--- src/rtl/pipe_slice_pkg.sv ---
// Shared types and per-boundary payload widths for the pipeline register slices.
// Latency: n/a (declarations only).
// Backpressure: n/a (declarations only).
package pipe_pkg;

   // Occupancy states of a skid-buffered slice
   typedef enum logic [1:0] {
      EMPTY = 2'd0,
      BUSY  = 2'd1,
      FULL  = 2'd2
   } slice_state_t;

   // Payload widths packed by each stage-boundary wrapper
   localparam int unsigned IF_ID_W = 64;
   localparam int unsigned ID_EX_W = 128;
   localparam int unsigned EX_LS_W = 96;
   localparam int unsigned LS_WB_W = 48;

endpackage

--- src/rtl/pipe_slice.sv ---
// Generic valid/ready pipeline register slice carrying an opaque WIDTH-bit payload.
// Latency: a beat accepted at edge N is presented on out_* in cycle N+1.
// Backpressure: SKID=1 absorbs one extra beat with a registered in_ready_o; SKID=0 passes out_ready_i to in_ready_o.
module pipe_slice
   import pipe_pkg::*;
#(
   parameter int unsigned      WIDTH   = 64,
   parameter int unsigned      SKID    = 1,
   parameter logic [WIDTH-1:0] RST_VAL = '0
) (
   input  logic             clk_i,
   input  logic             rst_i,
   input  logic             flush_i,
   input  logic             in_valid_i,
   output logic             in_ready_o,
   input  logic [WIDTH-1:0] in_data_i,
   output logic             out_valid_o,
   input  logic             out_ready_i,
   output logic [WIDTH-1:0] out_data_o
);

   generate
      if (SKID != 0) begin : g_skid
         slice_state_t     r_state;
         slice_state_t     w_next;
         logic             r_out_valid;
         logic             r_in_ready;
         logic [WIDTH-1:0] r_m;
         logic [WIDTH-1:0] r_s;
         logic             w_in_fire;
         logic             w_out_fire;

         assign w_in_fire  = in_valid_i & r_in_ready;
         assign w_out_fire = r_out_valid & out_ready_i;

         // Next occupancy state; flush empties the slice regardless of handshakes
         always_comb begin
            w_next = r_state;
            case (r_state)
               EMPTY: if (w_in_fire) w_next = BUSY;
               BUSY: begin
                  if (w_in_fire && !w_out_fire)      w_next = FULL;
                  else if (!w_in_fire && w_out_fire) w_next = EMPTY;
               end
               FULL: if (w_out_fire) w_next = BUSY;
               default: w_next = EMPTY;
            endcase
            if (flush_i) w_next = EMPTY;
         end

         // State, registered handshake outputs and payload movement between M and S
         always_ff @(posedge clk_i) begin
            if (!rst_i) begin
               r_state     <= EMPTY;
               r_out_valid <= 1'b0;
               r_in_ready  <= 1'b1;
               r_m         <= RST_VAL;
               r_s         <= RST_VAL;
            end else begin
               r_state     <= w_next;
               r_out_valid <= (w_next != EMPTY);
               r_in_ready  <= (w_next != FULL);
               // Under flush the registers keep stale contents; they are ignored while EMPTY
               if (!flush_i) begin
                  case (r_state)
                     EMPTY: if (w_in_fire) r_m <= in_data_i;
                     BUSY: begin
                        if (w_in_fire) begin
                           if (w_out_fire) r_m <= in_data_i;
                           else            r_s <= in_data_i;
                        end
                     end
                     FULL: if (w_out_fire) r_m <= r_s;
                     default: ;
                  endcase
               end
            end
         end

         assign in_ready_o  = r_in_ready;
         assign out_valid_o = r_out_valid;
         assign out_data_o  = r_m;
      end else begin : g_noskid
         logic             r_v;
         logic [WIDTH-1:0] r_m;
         logic             w_in_ready;
         logic             w_in_fire;
         logic             w_out_fire;

         assign w_in_ready = !r_v | out_ready_i;
         assign w_in_fire  = in_valid_i & w_in_ready;
         assign w_out_fire = r_v & out_ready_i;

         // Single-entry holding register; a new beat may replace one leaving this cycle
         always_ff @(posedge clk_i) begin
            if (!rst_i) begin
               r_v <= 1'b0;
               r_m <= RST_VAL;
            end else if (flush_i) begin
               r_v <= 1'b0;
            end else if (w_in_fire) begin
               r_v <= 1'b1;
               r_m <= in_data_i;
            end else if (w_out_fire) begin
               r_v <= 1'b0;
            end
         end

         assign in_ready_o  = w_in_ready;
         assign out_valid_o = r_v;
         assign out_data_o  = r_m;
      end
   endgenerate

endmodule
--- config.mk ---
export PLATFORM = sky130hd
export DESIGN_NAME = pipe_slice
export DESIGN_NICKNAME = d
export VERILOG_FILES = /design/src/rtl/pipe_slice_pkg.sv /design/src/rtl/pipe_slice.sv
export SDC_FILE = /design/constraint.sdc
export NUM_CORES = 1
export LEC_CHECK = 0
export CORE_MARGIN = 5
export CORE_UTILIZATION = 53
export CTS_BUF_LIST = sky130_fd_sc_hd__clkbuf_4
export DETAILED_ROUTE_END_ITERATION = 6
export HOLD_SLACK_MARGIN = 0.05
export PLACE_DENSITY = 0.81
export RECOVER_POWER = 25
export REMOVE_ABC_BUFFERS = 1
export SLEW_MARGIN = 20
export SYNTH_ARGS = -nofsm -noshare
export SYNTH_HDL_FRONTEND = slang
export SYNTH_SLANG_ARGS = --single-unit
--- constraint.sdc ---
create_clock -name clk_i -period 1.78 [get_ports clk_i]
set_input_delay 0.267 -clock clk_i [delete_from_list [all_inputs] [get_ports clk_i]]
set_output_delay 0.267 -clock clk_i [all_outputs]
set_load 0.05 [all_outputs]
==> results_tabular.tex <==
\begin{tabular}{lr}
\hline
Metric & Value \\
\hline
\multicolumn{2}{l}{\textbf{Status}} \\
Status & complete, no violations \\
\multicolumn{2}{l}{\textbf{Global route}} \\
Global-route total usage across every layer & 0.196 \\
Global-route wire length before repair & 23000 um \\
Initial antenna violation count & 0 \\
Via count of the first global-routing pass & approximately 4.9k \\
Global route total overflow & 0 \\
Maximum number of pins on one net before global-route repair & 65 \\
\multicolumn{2}{l}{\textbf{Hold path}} \\
Worst Hold Class & in -> reg \\
\multicolumn{2}{l}{\textbf{Place}} \\
Minimum setup slack after placement & -0.232 ns \\
Number of cells in the design after placement & slightly below 900 \\
HPWL after detailed placement & about 9400 um \\
Port buffer count & approximately 130 \\
Area after detailed placement & 7530 sq um \\
GP Congestion & 0.767 \\
\multicolumn{2}{l}{\textbf{Die}} \\
Initial Utilization & 0.543 \\
I/O pin cnt & between 100 and 150 \\
Total die area & 14000 sq um \\
Core Area & 11500 sq um \\
Die Y-Extent & 118 um \\
Number of placement rows & 39 \\
Die X & around 120 um \\
\multicolumn{2}{l}{\textbf{Synthesis}} \\
Post-synth top area cell & sky130\_fd\_sc\_hd\_\_dfxtp\_1 \\
Flip-flop cell with the highest count after synthesis & sky130\_fd\_sc\_hd\_\_dfxtp\_1 \\
Number of unique standard cell types used by synthesis & 29 \\
Main area contributors after synthesis & sky130\_fd\_sc\_hd\_\_dfxtp\_1 (42\%), sky130\_fd\_sc\_hd\_\_nand2\_1 (12\%), sky130\_fd\_sc\_hd\_\_a21boi\_2 (11\%), sky130\_fd\_sc\_hd\_\_mux2i\_1 (10\%), sky130\_fd\_sc\_hd\_\_o211ai\_1 (7.7\%) \\
Post-Synthesis Cells & between 600 and 700 \\
Post-Syn Area per Cell & 9.50 sq um \\
Sequential element share of the synthesized area & 0.424 \\
Top cell type's share of synthesized area & 0.424 \\
Flip-flop and latch count after synthesis & 132 \\
Number of synthesis warnings & 0 \\
Async set-reset flop share out of synthesis & 0 \\
Synthesized cell area & 6230 sq um \\
Number of enable-type register cells in the synthesized netlist & 0 \\
\multicolumn{2}{l}{\textbf{Power}} \\
Leakage power & between 2 and 3 nW \\
Worst VDD drop & between 0.4 and 0.5 mV \\
Cell area power density & about 760 nW/um\^{}2 \\
\multicolumn{2}{l}{\textbf{Final layout}} \\
Layout cells sized above 1 & 0.135 \\
Number of diodes & 0 \\
Count of filler cells inserted in the layout & $\sim$1000 \\
Area of all placed cells without fillers & roughly 7600 sq um \\
Net count reported at finish & 840 \\
Multi-input gate area in the final layout & between 3000 and 4000 sq um \\
Syn-to-layout area delta & 21.9\% \\
Final cell count without fillers & 927 \\
Total area of sequential cells & approximately 2600 sq um \\
\multicolumn{2}{l}{\textbf{Routing}} \\
Drt first pass iters & 4 \\
Number of vias after detailed routing & just under 5k \\
Number of routed nets with antenna violations & 0 \\
Number of design-rule violations left by the first detailed-router iteration & 320 \\
Routed vias/inst & between 5 and 6 \\
Drt total wl & between 10000 and 15000 um \\
Total DRC errors in the routed layout & 0 \\
Average wire per cell in the routed design & 14.8 um \\
\multicolumn{2}{l}{\textbf{STA}} \\
Post-layout min period & roughly 1.7 ns \\
Final critical-path setup slack & between 0.07 and 0.08 ns \\
Final period util & 0.958 \\
Setup repair after global routing missed its margin & false \\
Slew Viols, Final & 0 \\
Achievable frequency & a little under 600 MHz \\
Worst Max-Slew Pin Slew & between 0.5 and 0.6 ns \\
Final-report setup violation count & 0 \\
Setup tns final & 0 ns \\
Hold slack final & around 0.15 ns \\
Relative slew margins & 0.660 \\
Final Hold Fails & 0 \\
Clock skew & 0.0127 ns \\
\multicolumn{2}{l}{\textbf{Critical path}} \\
Crit path arrival time & between 1 and 1.5 ns \\
Critical path class & reg -> out \\
Nature of the critical path startpoint & flop \\
Worst Path Max Fanout & 2 \\
Count of buffer and inverter cells on the critical path & 1 \\
Data required time of the critical path & approximately 1.5 ns \\
Kind of end point of the critical path & output port \\
Slowest stage cell on the critical path & sky130\_fd\_sc\_hd\_\_dlygate4sd2\_1 \\
Delay-heaviest family, CP & buffers and inverters \\
Largest incremental delay on the critical path & between 0.5 and 0.6 ns \\
Ordered cell list for the critical path & dlygate4sd2\_1 \\
\multicolumn{2}{l}{\textbf{Clock network}} \\
Library cell used as clock root buffer & sky130\_fd\_sc\_hd\_\_clkbuf\_4 \\
CTS Buf Count & 17 \\
CTS tree & yes \\
Maximum clock path buffer count & 2 \\
Number of H-tree levels & 4 \\
CTS Sinks & around 130 \\
Clock transition time at the flip-flop clock pins of the worst setup and hold paths & $\sim$0.090 ns \\
Clock insertion delay at the later pin of the skew report & between 0.5 and 0.6 ns \\
\multicolumn{2}{l}{\textbf{Job}} \\
Max-cap violations & 0 \\
\hline
\end{tabular}
metrics by stage:
stage	utilization	power (W)
floorplan	-	0.00383
global placement	0.657	0.00430
detailed placement	0.657	0.00433
CTS	0.669	0.00587
global route	0.662	0.00606
finish	0.662	0.00578
Yosys cell counts, types with 2 or more instances:
cell type,number
sky130_fd_sc_hd__dfxtp_1,132
sky130_fd_sc_hd__o211ai_1,64
sky130_fd_sc_hd__or3_1,2
sky130_fd_sc_hd__a21boi_0,5
sky130_fd_sc_hd__a21oi_1,3
sky130_fd_sc_hd__or2b_1,16
sky130_fd_sc_hd__a21boi_2,60
sky130_fd_sc_hd__dlygate4sd1_1,2
sky130_fd_sc_hd__buf_6,9
sky130_fd_sc_hd__buf_8,6
sky130_fd_sc_hd__nand2_1,193
sky130_fd_sc_hd__clkbuf_1,24
sky130_fd_sc_hd__mux2i_1,64
sky130_fd_sc_hd__buf_12,6
sky130_fd_sc_hd__buf_2,7
sky130_fd_sc_hd__nand2b_1,50
cells in the final DEF (no fill, tap or decap), drive strengths merged:
cell           instances
nand2                193
dfxtp                132
clkdlybuf4s50         67
a21boi                65
o211ai                64
mux2i                 64
nand2b                50
dlygate4sd2           46
clkbuf                33
buf                   17
or2b                  16
clkdlybuf4s15         10
clkinv                10
a21oi                  4
or3                    2
and2                   1
and3b                  1
nand3b                 1
nand3                  1
a21o                   1
and3                   1
a21bo                  1
o21bai                 1
nor3                   1
inv                    1
a221oi                 1
layout make-up:
cell class,instances,area share
Clock buffer,22,0.0217
Clock inverter,10,0.00544
Inverter,1,0.000494
Multi-Input combinational cell,468,0.406
Sequential cell,132,0.348
Tap cell,143,0.0236
Timing Repair Buffer,151,0.195
flip-flops by register name, summed over array words and instances (netlist names):
register	count
g_skid.r_s	64
out_valid_o	1
g_skid.r_state	2
out_data_o	64
in_ready_o	1
report_power, final:
| part | switching [W] | internal [W] |
|---|---|---|
| clock | 0.00101 | 0.000589 |
| sequential | 0.0000580 | 0.00306 |
| combinational | 0.000625 | 0.000443 |
kinds of logic (layout without fill, tap and decap cells):
| kind of cell | after synthesis | count (layout) | share of synthesized area |
|---|---|---|---|
| buffers and inverters | 56 | 184 | 0.0747 |
| multiplexers | 64 | 64 | 0.103 |
| AND/OR/NAND/NOR | 267 | 267 | 0.198 |
| flip-flops | 132 | 132 | 0.424 |
| AO/OA/AOI/OAI | 137 | 137 | 0.201 |
repair_timing:
action / CTS / global route
gates resized for setup: 57 / 13
gates cloned: 0 / 0
hold buffers: 0 / 0
pin swaps: 0 / 0
setup buffers: 0 / 0
setup endpoints to repair: 57 / 13
hold endpoints to repair: 0 / 0
final timing paths:
| kind | start | end | slack (ns) | cells after the start |
|---|---|---|---|---|
| worst max-delay path | out_data_o[50]$_SDFFE_PN0P_ | out_data_o[50] | 0.07 | 1 |
| worst min-delay path | rst_i | out_data_o[21]$_SDFFE_PN0P_ | 0.15 | 3 |
| worst max register to register | g_skid.r_state[1]$_SDFF_PN0_ | out_data_o[59]$_SDFFE_PN0P_ | 0.11 | 5 |
| worst min register to register | out_data_o[42]$_SDFFE_PN0P_ | out_data_o[42]$_SDFFE_PN0P_ | 0.45 | 2 |
layer usage:
layer	part of all wire	GRT usage	up-vias	wire length (um)
met5	0	0	-	0
met1	0.44	0.241	2336	6040
li1	-	-	2463	-
met4	0.013	0.0617	0	175
met3	0.063	0.0740	14	871
met2	0.48	0.320	107	6660
Power figures use the tool's default switching activity.
